$ cat config.mk
export PLATFORM = sky130hd
export DESIGN_NAME = ping_pong_fpga_ctrl
export DESIGN_NICKNAME = d
export VERILOG_FILES = /design/src/rtl/ping_pong_fpga_ctrl.sv
export SDC_FILE = /design/constraint.sdc
export NUM_CORES = 1
export LEC_CHECK = 0
export ABC_AREA = 1
export CAP_MARGIN = 40
export CELL_PAD_IN_SITES_DETAIL_PLACEMENT = 0
export CELL_PAD_IN_SITES_GLOBAL_PLACEMENT = 1
export CORE_MARGIN = 1
export CORE_UTILIZATION = 43
export CTS_BUF_LIST = sky130_fd_sc_hd__clkbuf_4 sky130_fd_sc_hd__clkbuf_8
export DETAILED_ROUTE_END_ITERATION = 10
export PLACE_DENSITY_LB_ADDON = 0.08
export REMOVE_ABC_BUFFERS = 1
export SLEW_MARGIN = 20
export SYNTH_ARGS = -nofsm -noshare
export SYNTH_HDL_FRONTEND = slang
export SYNTH_SLANG_ARGS = --single-unit
$ cat constraint.sdc
create_clock -name clk -period 1.6 [get_ports clk]
set_clock_uncertainty 0.1 [all_clocks]
set_input_delay 0.16 -clock clk [delete_from_list [all_inputs] [get_ports clk]]
set_output_delay 0.16 -clock clk [all_outputs]
set_load 0.1 [all_outputs]
$ cat src/rtl/ping_pong_fpga_ctrl.sv
// Board-level controller for the ping-pong counter: count-enable tick, flip debounce,
// shadowed min/max configuration and 4-digit 7-segment display scan.
module ping_pong_fpga_ctrl #(
  parameter int TICK_DIV = 25_000_000,
  parameter int DB_LEN   = 4,
  parameter int SCAN_DIV = 100_000
) (
  input  logic       clk,
  input  logic       rst,
  input  logic       enable_sw,
  input  logic       flip_btn,
  input  logic [3:0] max_sw,
  input  logic [3:0] min_sw,
  input  logic [3:0] cnt,
  input  logic       dir,
  output logic       cnt_en,
  output logic       flip_pulse,
  output logic [3:0] max_cfg,
  output logic [3:0] min_cfg,
  output logic       cfg_ok,
  output logic [3:0] AN,
  output logic [6:0] segs
);

  localparam int TICK_W = (TICK_DIV > 1) ? $clog2(TICK_DIV) : 1;
  localparam int SCAN_W = (SCAN_DIV > 1) ? $clog2(SCAN_DIV) : 1;
  localparam logic [TICK_W-1:0] TICK_LAST = TICK_W'(TICK_DIV - 1);
  localparam logic [SCAN_W-1:0] SCAN_LAST = SCAN_W'(SCAN_DIV - 1);

  localparam logic [0:0] RUN  = 1'b0;
  localparam logic [0:0] PEND = 1'b1;

  localparam logic [6:0] GLYPH_UP   = 7'b0011100;
  localparam logic [6:0] GLYPH_DOWN = 7'b0100011;

  logic [TICK_W-1:0] tick_cnt;
  logic [SCAN_W-1:0] scan_cnt;
  logic [1:0]        idx;
  logic [DB_LEN-1:0] db_sr;
  logic              db;
  logic              db_next;
  logic [0:0]        state;
  logic              legal;
  logic              same;

  function automatic logic [6:0] seg7(input logic [3:0] d);
    case (d)
      4'd0:    seg7 = 7'b1000000;
      4'd1:    seg7 = 7'b1111001;
      4'd2:    seg7 = 7'b0100100;
      4'd3:    seg7 = 7'b0110000;
      4'd4:    seg7 = 7'b0011001;
      4'd5:    seg7 = 7'b0010010;
      4'd6:    seg7 = 7'b0000010;
      4'd7:    seg7 = 7'b1111000;
      4'd8:    seg7 = 7'b0000000;
      4'd9:    seg7 = 7'b0010000;
      default: seg7 = 7'b1111111;
    endcase
  endfunction

  // Digits 0 and 1 carry the direction glyph, 2 the ones and 3 the tens of cnt.
  function automatic logic [6:0] digit_segs(input logic [1:0] i, input logic [3:0] v,
                                             input logic up);
    logic [3:0] tens;
    logic [3:0] ones;
    tens = (v >= 4'd10) ? 4'd1 : 4'd0;
    ones = (v >= 4'd10) ? v - 4'd10 : v;
    case (i)
      2'd2:    digit_segs = seg7(ones);
      2'd3:    digit_segs = seg7(tens);
      default: digit_segs = up ? GLYPH_UP : GLYPH_DOWN;
    endcase
  endfunction

  always_ff @(posedge clk) begin
    if (rst) begin
      tick_cnt <= '0;
      cnt_en   <= 1'b0;
    end else if (enable_sw) begin
      if (tick_cnt == TICK_LAST) begin
        tick_cnt <= '0;
        cnt_en   <= 1'b1;
      end else begin
        tick_cnt <= tick_cnt + TICK_W'(1);
        cnt_en   <= 1'b0;
      end
    end else begin
      cnt_en <= 1'b0;
    end
  end

  // db only changes on a unanimous window, so mixed samples hold the last decision.
  always_comb begin
    db_next = db;
    if (&db_sr)
      db_next = 1'b1;
    else if (~|db_sr)
      db_next = 1'b0;
  end

  always_ff @(posedge clk) begin
    if (rst) begin
      db_sr      <= '0;
      db         <= 1'b0;
      flip_pulse <= 1'b0;
    end else begin
      db_sr      <= DB_LEN'({db_sr, flip_btn});
      db         <= db_next;
      flip_pulse <= db_next & ~db;
    end
  end

  assign legal = (max_sw > min_sw);
  assign same  = (max_sw == max_cfg) && (min_sw == min_cfg);

  // A PEND load on a cnt_en edge lets that step finish with the old range.
  always_ff @(posedge clk) begin
    if (rst) begin
      state   <= RUN;
      max_cfg <= 4'hf;
      min_cfg <= 4'h0;
      cfg_ok  <= 1'b1;
    end else begin
      case (state)
        RUN: begin
          if (same) begin
            cfg_ok <= 1'b1;
          end else if (!legal) begin
            cfg_ok <= 1'b0;
          end else begin
            state  <= PEND;
            cfg_ok <= 1'b1;
          end
        end
        PEND: begin
          if (!legal) begin
            state  <= RUN;
            cfg_ok <= 1'b0;
          end else if (cnt_en || !enable_sw) begin
            max_cfg <= max_sw;
            min_cfg <= min_sw;
            state   <= RUN;
            cfg_ok  <= 1'b1;
          end
        end
        default: state <= RUN;
      endcase
    end
  end

  always_ff @(posedge clk) begin
    if (rst) begin
      scan_cnt <= '0;
      idx      <= 2'd0;
      AN       <= 4'b1111;
      segs     <= 7'b1111111;
    end else begin
      if (scan_cnt == SCAN_LAST) begin
        scan_cnt <= '0;
        idx      <= idx + 2'd1;
      end else begin
        scan_cnt <= scan_cnt + SCAN_W'(1);
      end
      AN   <= ~(4'b0001 << idx);
      segs <= digit_segs(idx, cnt, dir);
    end
  end

endmodule

==> out/results.ini <==
[timing]
slew_violations = 0
final-setup-viol-count = 0
max_slew_margin_pct = 72.2
worst_pin_slew_ns = 0.412
fin_crit_sh_pct = 95.6
fin_setup_tns_ns = 0
post-route-min-period_ns = 1.53
hold_viol_final = 0
clock.fmax_ghz = 0.653

[worst_setup_path]
critPathMaxStageDelay_ns = 0.48
path_cells = clkdlybuf4s50_1 > inv_1 > ha_4 > nand2_1 > o21ai_2 > nand2_1 > inv_2 > nand2_1 > a31oi_1
slowest_stage = clkdlybuf4s50_1
worst_ep_required_time_ns = 1.76
cpMostUsedCell = nand2_1
start_kind = input pin
cp_data_arrival_time_ns = 1.69
critPathCaptureType = flip-flop
worst-path-buf-inv = 3
critPathTopFamily = buffers and inverters
cp_max_fo = 7
critical_path_class = input pin to flip-flop

[drt]
drt-initial-drc-count = 80
drc = 0
first_pass_iters = 4
wire_per_inst_um = 11.0
ant_nets = 0
vias = 3391
wl_mm = 7.78
via_per_inst = 4.80

[synth]
synth-xor-area-share_pct = 4.01
yosysWarnings = 0
yosys.area.top_type = dfxtp_1
syn_area_um2 = 3710
synth_top_family_by_area = simple AND/OR/NAND/NOR gates
ys_seq_elements = 72
netlist.area_leader.share_pct = 38.8
synthSimpleGateAreaFrac_pct = 37.0
synthDistinctLibCells = 38
syn_inst = 511
avgSynthCellArea_um2 = 7.26
synth_compound_area_share_pct = 6.37
synth.area.mux_share_pct = 0.270
seq_area_frac_synth_pct = 38.8
synth_area_leaders = dfxtp_1 39%, nand2_1 12%, nor2_1 6.8%
synthAdderAreaFrac_pct = 4.72

[placed_design]
io_buffer_count = 38
globalplace.congestion = 0.784
hpwlAfterDp_mm = 5.91

[layout]
areaGrowthSynthToFinish_pct = 36.3
drive_above_1_share_pct = 25.5
num_antenna_cells = 0
nets = 627

[clocking]
cts_made_buffers = 9
cts_hold_buffers = 0
cts_tree = built
clock_sinks = 72
path_clk_slew_ns = 0.08
cts_htree_levels = 3
clkLatencyLatePin_ns = 0.34
clockBufferDepth = 2
cts-root-buf = clkbuf_8

[die]
die_h_um = 94.9
num_rows = 33
die_w_um = 94.9
core_area_um2 = 8300
io_pins = 39
dieArea_um2 = 9010
start_util_pct = 44.7

[power_and_ir_drop]
ir_drop_uv = 390
p_per_area_nw_per_um2 = 751
p_total_mw = 3.80
p_leak_nw = 2.18

[grt]
grt_pass1_vias = 3100
grtUsageTotal_pct = 18.7
grt_start_max_net_pins = 18
overflow = 0
antenna_found_initial = 0
grt_pass1_wl_mm = 13.2

[status]
status = complete, no violations

[run]
maxCapViolCount = 0

[min_path]
holdCritPathClass = input pin to flip-flop

[metal layers]
| layer | part of all wire [%] | global-route usage, % | vias to the layer above |
|---|---|---|---|
| met5 | 0 | 0 | - |
| met4 | 1.5 | 7.58 | 0 |
| met3 | 2.5 | 3.38 | 9 |
| met2 | 45 | 30.7 | 47 |
| li1 | - | - | 1803 |
| met1 | 51 | 24.0 | 1532 |
[cells in the mapped netlist]
| master | n |
|---|---|
| a21oi_1 | 17 |
| a21oi_2 | 2 |
| a31o_2 | 1 |
| a31oi_1 | 1 |
| and3_1 | 1 |
| buf_2 | 3 |
| buf_4 | 2 |
| buf_6 | 1 |
| clkbuf_1 | 2 |
| dfxtp_1 | 72 |
| ha_1 | 14 |
| inv_1 | 62 |
| inv_2 | 12 |
| mux2i_1 | 1 |
| nand2_1 | 118 |
| nand2_2 | 2 |
| nand3_1 | 32 |
| nand3_2 | 3 |
| nand3b_1 | 1 |
| nand4_1 | 20 |
| nand4_2 | 2 |
| nand4_4 | 1 |
| nor2_1 | 67 |
| nor2_2 | 9 |
| nor2_4 | 11 |
| nor3_1 | 9 |
| nor3_2 | 1 |
| nor3_4 | 1 |
| nor3b_1 | 1 |
| nor4_1 | 1 |
| o211ai_1 | 3 |
| o21ai_0 | 6 |
| o21ai_1 | 8 |
| o21ai_2 | 2 |
| o311ai_0 | 1 |
| or2_2 | 4 |
| xnor2_1 | 6 |
| xor2_1 | 11 |
[worst paths after layout]
check	startpoint	to	slack, ns	depth (start not counted)
setup / recovery	min_sw[3]	state	0.07	9
hold / removal	enable_sw	tick_cnt[0]	0.23	4
setup reg to reg	tick_cnt[1]	tick_cnt[18]	0.08	7
hold reg to reg	db	flip_pulse	0.32	1
[layout make-up]
cell class	count	area, um2
clock buffers	12	159
clock inverters	4	28.8
fillers	784	3240
inverters	74	280
multi-input cells	357	2040
flip-flops and latches	72	1450
well taps	105	131
repair buffers	82	962
[state kept, by name, indices dropped and copies added (netlist names), 2 cells and up]
register / count
AN: 4
scan_cnt: 17
min_cfg: 4
db_sr: 4
idx: 2
tick_cnt: 25
max_cfg: 4
segs: 7
[placed cells by master, fill, tap and decap left out, drive strengths merged, types with 15 or more instances in the layout]
| cell | n |
|---|---|
| nand4 | 23 |
| a21oi | 19 |
| inv | 74 |
| o21ai | 16 |
| dfxtp | 72 |
| nand3 | 35 |
| clkdlybuf4s50 | 15 |
| nand2 | 120 |
| buf | 66 |
| nor2 | 87 |
[metrics by stage]
stage	area [um2]	worst slack, ns	hold slack [ns]	util (%)	std cells
3_5_place_dp	4710	-0.383	0.316	56.8	687
5_1_grt	5060	-0.00384	0.247	60.9	706
6_report	5060	0.0697	0.233	60.9	706
2_1_floorplan	3660	-0.334	0.129	-	503
4_1_cts	4950	0.0135	0.237	59.6	705
3_3_place_gp	4710	-0.303	0.303	56.8	687
[kinds of logic (layout without fill, tap and decap cells)]
family          count (synthesis)  after routing
simple gates                  284            284
buf+inv                        82            172
flops                          72             72
compound gates                 41             41
xor+xnor                       17             17
fa+ha+maj                      14             14
mux                             1              1
[report_power, final]
group	total (mW)	internal, mW	leakage, nW	switching [mW]
Sequential	1.86	1.83	0.588	0.0362
Clock	1.33	0.665	0.0920	0.669
Combinational	0.599	0.254	1.50	0.346
[timing repair]
item,4_1_cts,5_1_grt
gates resized for setup,5,27
setup endpoints to repair,8,33
buffers inserted,2,1
pin swaps,3,9
[worst register-to-register path, cell delays in order (launching register included)]
cell and delay (ns):
dfxtp_4 0.37, ha_4 0.16, nand3_4 0.09, nor2_4 0.17, nand4_4 0.16, nor2_4 0.17
xor2_1 0.16, nor2_1 0.05
Note: power is estimated with default switching activity, not from simulation.
